File: config.mk
export PLATFORM = sky130hd
export DESIGN_NAME = histogram_run_ctrl_flat
export DESIGN_NICKNAME = d
export VERILOG_FILES = /design/src/rtl/histogram_run_ctrl_if.sv /design/src/rtl/histogram_run_ctrl.sv /design/src/flat_wrapper.sv
export SDC_FILE = /design/constraint.sdc
export NUM_CORES = 1
export LEC_CHECK = 0
export BUFFER_PORTS_ARGS = -buffer_cell sky130_fd_sc_hd__buf_2
export CAP_MARGIN = 10
export CORE_AREA = 2 2 79 81
export CTS_CLUSTER_DIAMETER = 50
export CTS_CLUSTER_SIZE = 40
export DETAILED_ROUTE_END_ITERATION = 12
export DIE_AREA = 0 0 81 83
export PLACE_DENSITY = 0.83
export SYNTH_ARGS = -nofsm -noshare
export SYNTH_HDL_FRONTEND = slang
export SYNTH_SLANG_ARGS = --single-unit
File: constraint.sdc
create_clock -name clk -period 7.14 [get_ports clk]
set_input_delay 1.428 -clock clk [delete_from_list [all_inputs] [get_ports clk]]
set_output_delay 1.428 -clock clk [all_outputs]
set_load 0.01 [all_outputs]
File: src/rtl/histogram_run_ctrl_if.sv
// Port bundle for histogram_run_ctrl: command, kernel, B memory and dump stream signals.
// The master modport is the controller's view; slave is the surrounding system's view.
interface histogram_run_ctrl_if #(
    parameter int ADDR_W = 8,
    parameter int DATA_W = 32
);
    logic              cmd_start;
    logic              cmd_dump_en;
    logic              cmd_busy;
    logic              cmd_done;
    logic              cmd_err;

    logic              k_start;
    logic              k_done;
    logic [ADDR_W-1:0] k_B_addr;
    logic              k_B_wr_en;
    logic [DATA_W-1:0] k_B_wr_data;

    logic [ADDR_W-1:0] B_addr;
    logic              B_wr_en;
    logic [DATA_W-1:0] B_wr_data;
    logic              B_rd_en;
    logic [DATA_W-1:0] B_rd_data;

    logic              dump_valid;
    logic              dump_ready;
    logic [DATA_W-1:0] dump_data;
    logic              dump_last;

    modport master (
        input  cmd_start, cmd_dump_en, k_done, k_B_addr, k_B_wr_en, k_B_wr_data,
               B_rd_data, dump_ready,
        output cmd_busy, cmd_done, cmd_err, k_start, B_addr, B_wr_en, B_wr_data,
               B_rd_en, dump_valid, dump_data, dump_last
    );

    modport slave (
        output cmd_start, cmd_dump_en, k_done, k_B_addr, k_B_wr_en, k_B_wr_data,
               B_rd_data, dump_ready,
        input  cmd_busy, cmd_done, cmd_err, k_start, B_addr, B_wr_en, B_wr_data,
               B_rd_en, dump_valid, dump_data, dump_last
    );
endinterface

File: src/rtl/histogram_run_ctrl.sv
// histogram_run_ctrl: clears the B bins, starts the kernel, muxes B to it, then streams B out.
// Optional WAIT-phase watchdog with sticky cmd_err: define HISTO_RUN_CTRL_TIMEOUT_EN.
module histogram_run_ctrl #(
    parameter int BINS    = 256,
    parameter int ADDR_W  = 8,
    parameter int DATA_W  = 32,
    parameter int TIMEOUT = 4096
) (
    input  logic                 clk,
    input  logic                 rst,
    histogram_run_ctrl_if.master bus
);
    localparam int               CNT_W    = ADDR_W + 1;
    localparam logic [CNT_W-1:0] LAST_BIN = CNT_W'(BINS - 1);

    typedef enum logic [2:0] {
        S_IDLE, S_CLEAR, S_START, S_WAIT, S_DUMP_RD, S_DUMP_OUT, S_DONE
    } state_e;

    state_e            state_q, state_d;
    logic [CNT_W-1:0]  cnt_q, cnt_d;
    logic              dump_en_q, dump_en_d;
    logic [DATA_W-1:0] data_q, data_d;
    logic              fresh_q;
    logic              timeout_hit;

    if (BINS < 2 || BINS > (1 << ADDR_W) || TIMEOUT < 1) begin : g_param_check
        $error("histogram_run_ctrl: illegal BINS/ADDR_W/TIMEOUT combination");
    end

`ifdef HISTO_RUN_CTRL_TIMEOUT_EN
    localparam int WD_W = $clog2(TIMEOUT + 1);

    logic [WD_W-1:0] wd_q, wd_d;
    logic            err_q, err_d;

    assign timeout_hit = (state_q == S_WAIT) && (wd_q == WD_W'(TIMEOUT - 1));

    always_comb begin
        wd_d  = (state_q == S_WAIT) ? wd_q + 1'b1 : '0;
        err_d = err_q;
        if (state_q == S_IDLE && bus.cmd_start) err_d = 1'b0;
        // A k_done in the expiry cycle wins: the run completes normally.
        if (timeout_hit && !bus.k_done) err_d = 1'b1;
    end

    always_ff @(posedge clk or posedge rst) begin
        if (rst) begin
            wd_q  <= '0;
            err_q <= 1'b0;
        end else begin
            wd_q  <= wd_d;
            err_q <= err_d;
        end
    end

    assign bus.cmd_err = err_q;
`else
    assign timeout_hit = 1'b0;
    assign bus.cmd_err = 1'b0;
`endif

    // NOTE: state registers use non-blocking assignments so every flop samples pre-edge values.
    always_ff @(posedge clk or posedge rst) begin
        if (rst) begin
            state_q   <= S_IDLE;
            cnt_q     <= '0;
            dump_en_q <= 1'b0;
            data_q    <= '0;
            fresh_q   <= 1'b0;
        end else begin
            state_q   <= state_d;
            cnt_q     <= cnt_d;
            dump_en_q <= dump_en_d;
            data_q    <= data_d;
            fresh_q   <= (state_q == S_DUMP_RD);
        end
    end

    // Read data arrives during the first DUMP_OUT cycle; afterwards the captured copy is held.
    assign bus.dump_data = fresh_q ? bus.B_rd_data : data_q;

    // NOTE: every output and next-state value gets a default first, so no path infers a latch.
    always_comb begin
        state_d        = state_q;
        cnt_d          = cnt_q;
        dump_en_d      = dump_en_q;
        data_d         = data_q;
        bus.cmd_busy   = (state_q != S_IDLE);
        bus.cmd_done   = 1'b0;
        bus.k_start    = 1'b0;
        bus.B_addr     = '0;
        bus.B_wr_en    = 1'b0;
        bus.B_wr_data  = '0;
        bus.B_rd_en    = 1'b0;
        bus.dump_valid = 1'b0;
        bus.dump_last  = 1'b0;

        unique case (state_q)
            S_IDLE: begin
                if (bus.cmd_start) begin
                    dump_en_d = bus.cmd_dump_en;
                    cnt_d     = '0;
                    state_d   = S_CLEAR;
                end
            end
            S_CLEAR: begin
                bus.B_wr_en = 1'b1;
                bus.B_addr  = cnt_q[ADDR_W-1:0];
                cnt_d       = cnt_q + 1'b1;
                if (cnt_q == LAST_BIN) state_d = S_START;
            end
            S_START: begin
                bus.k_start = 1'b1;
                state_d     = S_WAIT;
            end
            S_WAIT: begin
                bus.B_addr    = bus.k_B_addr;
                bus.B_wr_en   = bus.k_B_wr_en;
                bus.B_wr_data = bus.k_B_wr_data;
                if (bus.k_done) begin
                    cnt_d   = '0;
                    state_d = dump_en_q ? S_DUMP_RD : S_DONE;
                end else if (timeout_hit) begin
                    state_d = S_DONE;
                end
            end
            S_DUMP_RD: begin
                bus.B_rd_en = 1'b1;
                bus.B_addr  = cnt_q[ADDR_W-1:0];
                state_d     = S_DUMP_OUT;
            end
            S_DUMP_OUT: begin
                bus.dump_valid = 1'b1;
                bus.dump_last  = (cnt_q == LAST_BIN);
                if (fresh_q) data_d = bus.B_rd_data;
                if (bus.dump_ready) begin
                    if (cnt_q == LAST_BIN) begin
                        state_d = S_DONE;
                    end else begin
                        cnt_d   = cnt_q + 1'b1;
                        state_d = S_DUMP_RD;
                    end
                end
            end
            S_DONE: begin
                bus.cmd_done = 1'b1;
                state_d      = S_IDLE;
            end
            default: state_d = S_IDLE;
        endcase
    end
endmodule
File: src/flat_wrapper.sv
// flat-port wrapper written by rule: the top's interface ports become plain ports
module histogram_run_ctrl_flat 
#(
    parameter int BINS    = 256,
    parameter int ADDR_W  = 8,
    parameter int DATA_W  = 32,
    parameter int TIMEOUT = 4096
)
  (clk, rst, bus_cmd_start, bus_cmd_dump_en, bus_k_done, bus_k_B_addr, bus_k_B_wr_en, bus_k_B_wr_data, bus_B_rd_data, bus_dump_ready, bus_cmd_busy, bus_cmd_done, bus_cmd_err, bus_k_start, bus_B_addr, bus_B_wr_en, bus_B_wr_data, bus_B_rd_en, bus_dump_valid, bus_dump_data, bus_dump_last);
  histogram_run_ctrl_if #(.ADDR_W(ADDR_W), .DATA_W(DATA_W)) bus_i ();
  input  logic clk;
  input  logic rst;
  input wire logic [$bits(bus_i.cmd_start)-1:0] bus_cmd_start;
  input wire logic [$bits(bus_i.cmd_dump_en)-1:0] bus_cmd_dump_en;
  input wire logic [$bits(bus_i.k_done)-1:0] bus_k_done;
  input wire logic [$bits(bus_i.k_B_addr)-1:0] bus_k_B_addr;
  input wire logic [$bits(bus_i.k_B_wr_en)-1:0] bus_k_B_wr_en;
  input wire logic [$bits(bus_i.k_B_wr_data)-1:0] bus_k_B_wr_data;
  input wire logic [$bits(bus_i.B_rd_data)-1:0] bus_B_rd_data;
  input wire logic [$bits(bus_i.dump_ready)-1:0] bus_dump_ready;
  output wire logic [$bits(bus_i.cmd_busy)-1:0] bus_cmd_busy;
  output wire logic [$bits(bus_i.cmd_done)-1:0] bus_cmd_done;
  output wire logic [$bits(bus_i.cmd_err)-1:0] bus_cmd_err;
  output wire logic [$bits(bus_i.k_start)-1:0] bus_k_start;
  output wire logic [$bits(bus_i.B_addr)-1:0] bus_B_addr;
  output wire logic [$bits(bus_i.B_wr_en)-1:0] bus_B_wr_en;
  output wire logic [$bits(bus_i.B_wr_data)-1:0] bus_B_wr_data;
  output wire logic [$bits(bus_i.B_rd_en)-1:0] bus_B_rd_en;
  output wire logic [$bits(bus_i.dump_valid)-1:0] bus_dump_valid;
  output wire logic [$bits(bus_i.dump_data)-1:0] bus_dump_data;
  output wire logic [$bits(bus_i.dump_last)-1:0] bus_dump_last;
  assign bus_i.cmd_start = bus_cmd_start;
  assign bus_i.cmd_dump_en = bus_cmd_dump_en;
  assign bus_i.k_done = bus_k_done;
  assign bus_i.k_B_addr = bus_k_B_addr;
  assign bus_i.k_B_wr_en = bus_k_B_wr_en;
  assign bus_i.k_B_wr_data = bus_k_B_wr_data;
  assign bus_i.B_rd_data = bus_B_rd_data;
  assign bus_i.dump_ready = bus_dump_ready;
  assign bus_cmd_busy = bus_i.cmd_busy;
  assign bus_cmd_done = bus_i.cmd_done;
  assign bus_cmd_err = bus_i.cmd_err;
  assign bus_k_start = bus_i.k_start;
  assign bus_B_addr = bus_i.B_addr;
  assign bus_B_wr_en = bus_i.B_wr_en;
  assign bus_B_wr_data = bus_i.B_wr_data;
  assign bus_B_rd_en = bus_i.B_rd_en;
  assign bus_dump_valid = bus_i.dump_valid;
  assign bus_dump_data = bus_i.dump_data;
  assign bus_dump_last = bus_i.dump_last;
  histogram_run_ctrl #(.BINS(BINS), .ADDR_W(ADDR_W), .DATA_W(DATA_W), .TIMEOUT(TIMEOUT)) u_core (.clk(clk), .rst(rst), .bus(bus_i));
endmodule
==> flow_summary.json, run 1 <==
{
  "synth_area_leaders": "dfrtp_1 (42%), mux2_2 (25%), and2_1 (7.4%)",
  "wl_per_cell_um": 12.90,
  "cts_tree": "built",
  "vias": 2341,
  "gp_congestion": 0.7801,
  "start_util": 0.4662,
  "crit_family": "simple AND/OR/NAND/NOR gates",
  "yosysWarnings": 0,
  "hpwl_um": 4650,
  "grt_pass1_vias": 2271,
  "yosysMostFrequentCell": "mux2_2",
  "cts_hold_buf": 0,
  "grt_pass1_wl_um": 9818,
  "synth_top_area_share": 0.4246,
  "start_kind": "flop",
  "p_clk_frac": 0.145,
  "fmax_mhz": 271.1,
  "root_buffer": "clkbuf_8",
  "cts_resized": 0,
  "p_sw_w": 0.0004554,
  "dp_cells": 459,
  "first_pass_iters": 4,
  "clock_path_buffers": 2,
  "rr_startpoint": "u_core.cnt_q[0]",
  "antenna_found_initial": 0,
  "cts_buffers": 5,
  "syn_to_final_growth_pct": 33.92,
  "hp-class": "flop to flop",
  "ioPinCount": 159,
  "rrSetupSlack_ns": 4.49,
  "dieArea_um2": 6723,
  "path_max_fanout": 33,
  "placementRows": 28,
  "fin_skew_ns": 0.001873,
  "grt_max_degree": 47,
  "synthTopCellsByCount": "mux2_2 (60), dfrtp_1 (46), and2_1 (32)",
  "drcViolationCount": 0,
  "worst_slack_ns": 3.451,
  "worst_pin_slew_ns": 0.9529,
  "numClockSinks": 46,
  "n_antenna_cell": 0,
  "holdWs_ns": 0.5045,
  "p_seq_frac": 0.344,
  "path_cells": "nor2b_1 -> nand2_2 -> inv_1 -> buf_2",
  "via_per_inst": 5.013,
  "synth_seq_cells": 46,
  "p_leak_nw": 1.913,
  "portBuffers": 157,
  "slowest_stage": "dfrtp_1",
  "maxSlewHeadroom": 0.3647,
  "combPwrFrac": 0.511,
  "reg2reg_depth": 9,
  "synth.yosys.seq_area_share": 0.4246,
  "synthArstFlopShare": 1.000,
  "final_nets": 472,
  "synth_edf_count": 0,
  "crit_type": "flop to output pin",
  "synth_area_leader_cell": "dfrtp_1",
  "post_cts_buffers": 0,
  "drt_iter0_drc": 92,
  "track_usage": 0.1820,
  "rsz0062_at_grt": "no",
  "critPathBufInv": 2,
  "avgSynthCellArea_um2": 11.20,
  "setup_viol": 0,
  "h-tree-depth": 2,
  "report.final.slew_viol_count": 0,
  "p_int_w": 0.0008369,
  "p_per_area_nw_per_um2": 355.9,
  "min_from": "u_core.data_q[21]",
  "end_kind": "output pin",
  "routed_wl_um": 6026,
  "hold_end": "u_core.data_q[21]",
  "slowest_delay_ns": 0.62,
  "syn_nets": 323,
  "ant_nets": 0,
  "syn_area_um2": 2711,
  "yosys_most_used_dff": "dfrtp_1",
  "crit_start": "u_core.state_q[0]",
  "r2r_end": "u_core.cnt_q[8]",
  "overflow": 0,
  "synthCells": 242,
  "hold_depth": 1,
  "status": "finished, final reports clean",
  "sw_frac_of_total": 0.3524,
  "die_h_um": 83,
  "post-place-ws_ns": 3.735,
  "worstSkewPairLatency_ns": 0.29,
  "fill_cells": 498,
  "fin_crit_sh": 0.5166,
  "synth_cell_type_count": 38,
  "irDropWorstVdd_v": 0.0002254,
  "cap_violations": 0,
  "final_cells": 467,
  "dieWidth_um": 81,
  "period_needed_ns": 3.689,
  "drive_above_1_share": 0.5918,
  "critPathRequiredTime_ns": 5.71,
  "core_um2": 5816,
  "crit_arrival_ns": 2.26,
  "fin_tns_setup_ns": 0,
  "hold_viol_final": 0,
  "clk_pin_slew_ns": 0.08
}
placed cells by master (no fill, tap or decap), drive strengths merged, types with 3 or more instances in the layout:
cell type / instances
a22o: 8
nand2b: 5
o21a: 3
nand2: 11
and3: 6
mux2: 66
inv: 8
buf: 158
a21oi: 11
and2: 32
dfrtp: 46
nor3: 3
clkbuf: 7
a31oi: 5
registers in the layout, summed over array words and instances (netlist names):
register and count:
u_core.dump_en_q 1, u_core.cnt_q 9, u_core.state_q 3, u_core.fresh_q 1, u_core.data_q 32
cells by family (layout without fill, tap and decap cells):
| logic type | count (synthesis) | count (layout) | share of synthesized area |
|---|---|---|---|
| adders and majority gates | 2 | 2 | 0.009228 |
| DFF | 46 | 46 | 0.4245 |
| and+or+nand+nor | 67 | 67 | 0.1463 |
| buffers and inverters | 24 | 174 | 0.03831 |
| AOI/OAI and AO/OA | 34 | 34 | 0.09738 |
| other | 1 | 1 | 0.001383 |
| muxes | 68 | 68 | 0.2829 |
final cells by class:
type | count | area (um^2) | share of cell area
multi-input combinational | 172 | 1456 | 0.4011
tap | 75 | 93.84 | 0.02584
clock inverter | 1 | 30.03 | 0.008270
timing repair buffer | 158 | 793.3 | 0.2185
clock buffer | 7 | 76.32 | 0.02102
inverter | 8 | 30.03 | 0.008270
sequential | 46 | 1151 | 0.3170
power groups by stage:
stage / Combinational [W] / Sequential (W) / Clock (W)
floorplan: 0.000508 / 0.000424 / 0
global placement: 0.000656 / 0.000443 / 0
detailed placement: 0.000672 / 0.000452 / 0
CTS: 0.000673 / 0.000446 / 0.000194
global route: 0.000725 / 0.000462 / 0.000205
finish: 0.000660 / 0.000445 / 0.000187
metal layers:
metal,GRT usage,share of wire,vias to the layer above
met2,0.3343,0.54,73
met3,0.02500,0.049,9
li1,-,-,1145
met4,0.06934,0.015,0
met1,0.2079,0.39,1114
met5,0,0,-
worst max-delay path by stage:
stage	slack [ns]	endpoint	depth (start not counted)
after floorplan	3.95	bus_dump_data[23]	1
after global placement	3.74	bus_dump_valid	4
final	3.45	bus_dump_valid	4
after detailed placement	3.73	bus_dump_data[24]	3
after CTS	3.42	bus_dump_valid	4
after global routing	3.16	bus_dump_valid	4
stage by stage:
stage	utilization	instance area (um^2)	power (W)
3_3_place_gp	0.6061	3525	0.001099
5_1_grt	0.6244	3631	0.001393
3_5_place_dp	0.6061	3525	0.001124
2_1_floorplan	-	2711	0.0009321
4_1_cts	0.6244	3631	0.001313
6_report	0.6244	3631	0.001292
No activity file was read; power rests on OpenSTA's default activity.
==> run 2, diff against run 1 <==
- CORE_AREA: 2 2 79 81 -> 2 2 86 88
- DIE_AREA: 0 0 81 83 -> 0 0 88 90
- PLACE_DENSITY: 0.83 -> 0.74
- clock period: 7.14 -> 3.1 ns (I/O delays scaled with it)
==> run 2 against run 1 <==
Effect of this change:
- first-iteration DRC count down 55%
- clock-buffer cell count decreased by 1
- sequential cell count unchanged
- final area increased by 0.72%
- combinational power increased by 130%
- final cell count rose by 5.6%
- clock power grew 93%
- critical path depth rose by 3
- largest cell class unchanged
- via count shrank 0.81%
- sequential share of layout area down 0.23 points
- register-to-register slack got worse by 4.0 ns
- clock skew is 0.0040 ns higher
==> flow_summary.json, run 2 (same netlist as run 1, synthesis figures left out) <==
{
  "status": "finished, final reports clean",
  "path_cells": "ha_1 -> and3_1 -> and3_1 -> and3_1 -> ha_1 -> and3_1 -> buf_2",
  "ioPinCount": 159,
  "ant_nets": 0,
  "path_max_fanout": 6,
  "crit_type": "flop to output pin",
  "grt_max_degree": 47,
  "numClockSinks": 46,
  "p_clk_frac": 0.123,
  "p_per_area_nw_per_um2": 798.9,
  "fin_tns_setup_ns": 0,
  "hold_viol_final": 0,
  "final_nets": 474,
  "worst_pin_slew_ns": 0.9532,
  "antenna_found_initial": 0,
  "drt_iter0_drc": 41,
  "die_h_um": 90,
  "dieWidth_um": 88,
  "grt_pass1_vias": 2311,
  "crit_top_cell": "and3_1",
  "total_power_w": 0.002922,
  "h-tree-depth": 2,
  "hp-class": "flop to flop",
  "drcViolationCount": 0,
  "crit_family": "simple AND/OR/NAND/NOR gates",
  "setup_viol": 0,
  "fin_skew_ns": 0.005881,
  "report.final.slew_viol_count": 0,
  "worstSkewPairLatency_ns": 0.29,
  "gp_congestion": 0.8115,
  "final_cell_mix": "buf_2 (157), mux2_2 (60), dfrtp_1 (46), and2_1 (32), nand2_1 (10)",
  "first_pass_iters": 4,
  "drive_above_1_share": 0.5990,
  "routed_wl_um": 6220,
  "cts_buffers": 5,
  "end_kind": "output pin",
  "layout_commonest_cell": "buf_2",
  "placed_area_um2": 3570,
  "slowest_delay_ns": 0.45,
  "root_buffer": "clkbuf_8",
  "dieArea_um2": 7920,
  "track_usage": 0.1584,
  "p_seq_frac": 0.351,
  "cap_violations": 0,
  "p_int_w": 0.001850,
  "n_antenna_cell": 0,
  "slowest_stage": "dfrtp_1",
  "critPathBufInv": 1,
  "irDropWorstVdd_v": 0.0002889,
  "combPwrFrac": 0.525,
  "fmax_mhz": 363.5,
  "core_um2": 7020,
  "grt_pass1_wl_um": 10170,
  "hpwl_um": 4852,
  "post_cts_buffers": 0,
  "period_needed_ns": 2.751,
  "vias": 2322,
  "critPathRequiredTime_ns": 2.48,
  "p_sw_w": 0.001071,
  "start_util": 0.3862,
  "crit_arrival_ns": 2.13,
  "sw_frac_of_total": 0.3666,
  "portBuffers": 157,
  "clock_path_buffers": 2,
  "overflow": 0,
  "reg.largest.list": "u_core.data_q (32), u_core.cnt_q (9), u_core.state_q (3)",
  "clk_pin_slew_ns": 0.09,
  "p_leak_nw": 1.916,
  "via_per_inst": 4.710,
  "largest-register": "u_core.data_q",
  "maxSlewHeadroom": 0.3636,
  "cts_tree": "built",
  "wl_per_cell_um": 12.62,
  "fin_crit_sh": 0.8875,
  "placementRows": 31,
  "fin_area_um2": 3657,
  "rsz0062_at_grt": "no",
  "syn_to_final_growth_pct": 34.89,
  "start_kind": "flop",
  "largest_register_ffs": 32
}
[run 2: power groups by stage]
stage	registers (W)	logic [W]	clock network [W]
4_1_cts	0.00103	0.00157	0.000378
6_report	0.00103	0.00154	0.000360
3_5_place_dp	0.00104	0.00156	0
2_1_floorplan	0.000977	0.00117	0
3_3_place_gp	0.00102	0.00152	0
5_1_grt	0.00106	0.00169	0.000402
[run 2: worst paths after layout]
| kind | from | slack (ns) | endpoint | cells after the start |
|---|---|---|---|---|
| hold reg to reg | u_core.data_q[23] | 0.51 | u_core.data_q[23] | 1 |
| hold / removal | u_core.data_q[23] | 0.51 | u_core.data_q[23] | 1 |
| min in group asynchronous | rst | 0.54 | u_core.data_q[2] | 2 |
| setup reg to reg | u_core.cnt_q[0] | 0.46 | u_core.cnt_q[8] | 9 |
| max in group asynchronous | rst | 1.97 | u_core.data_q[31] | 2 |
| setup / recovery | u_core.cnt_q[0] | 0.35 | bus_dump_last | 7 |
[run 2: repair_timing]
action / 4_1_cts / 5_1_grt
endpoints found under the setup margin: 0 / 4
gates resized for setup: 0 / 1
hold buffers: 0 / 0
[run 2: area by class of cell]
type / count / area (um^2)
flip-flops and latches: 46 / 1151
well taps: 99 / 123.9
inverters: 8 / 30.03
fillers: 661 / 3363
clock inverters: 2 / 13.76
clock buffers: 6 / 72.57
multi-input cells: 172 / 1458
repair buffers: 160 / 808.3
[run 2: per-stage QoR]
| stage | util | hold slack [ns] | worst slack (ns) | instances |
|---|---|---|---|---|
| after global routing | 0.5209 | 0.5188 | 0.2690 | 493 |
| after CTS | 0.5208 | 0.5110 | 0.2012 | 493 |
| after floorplan | - | 0.4655 | 0.6819 | 242 |
| final | 0.5209 | 0.5069 | 0.3489 | 493 |
| after detailed placement | 0.5085 | 0.4903 | 0.4858 | 485 |
| after global placement | 0.5085 | 0.4800 | 0.5521 | 485 |
[run 2: routing by layer]
layer  share of wire  vias up  wire, um  track usage
li1                -     1150         -            -
met1            0.40     1076      2482       0.1804
met2            0.53       90      3294       0.2929
met3           0.061        6       378      0.02479
met4           0.010        0        64      0.05256
met5               0        -         0            0
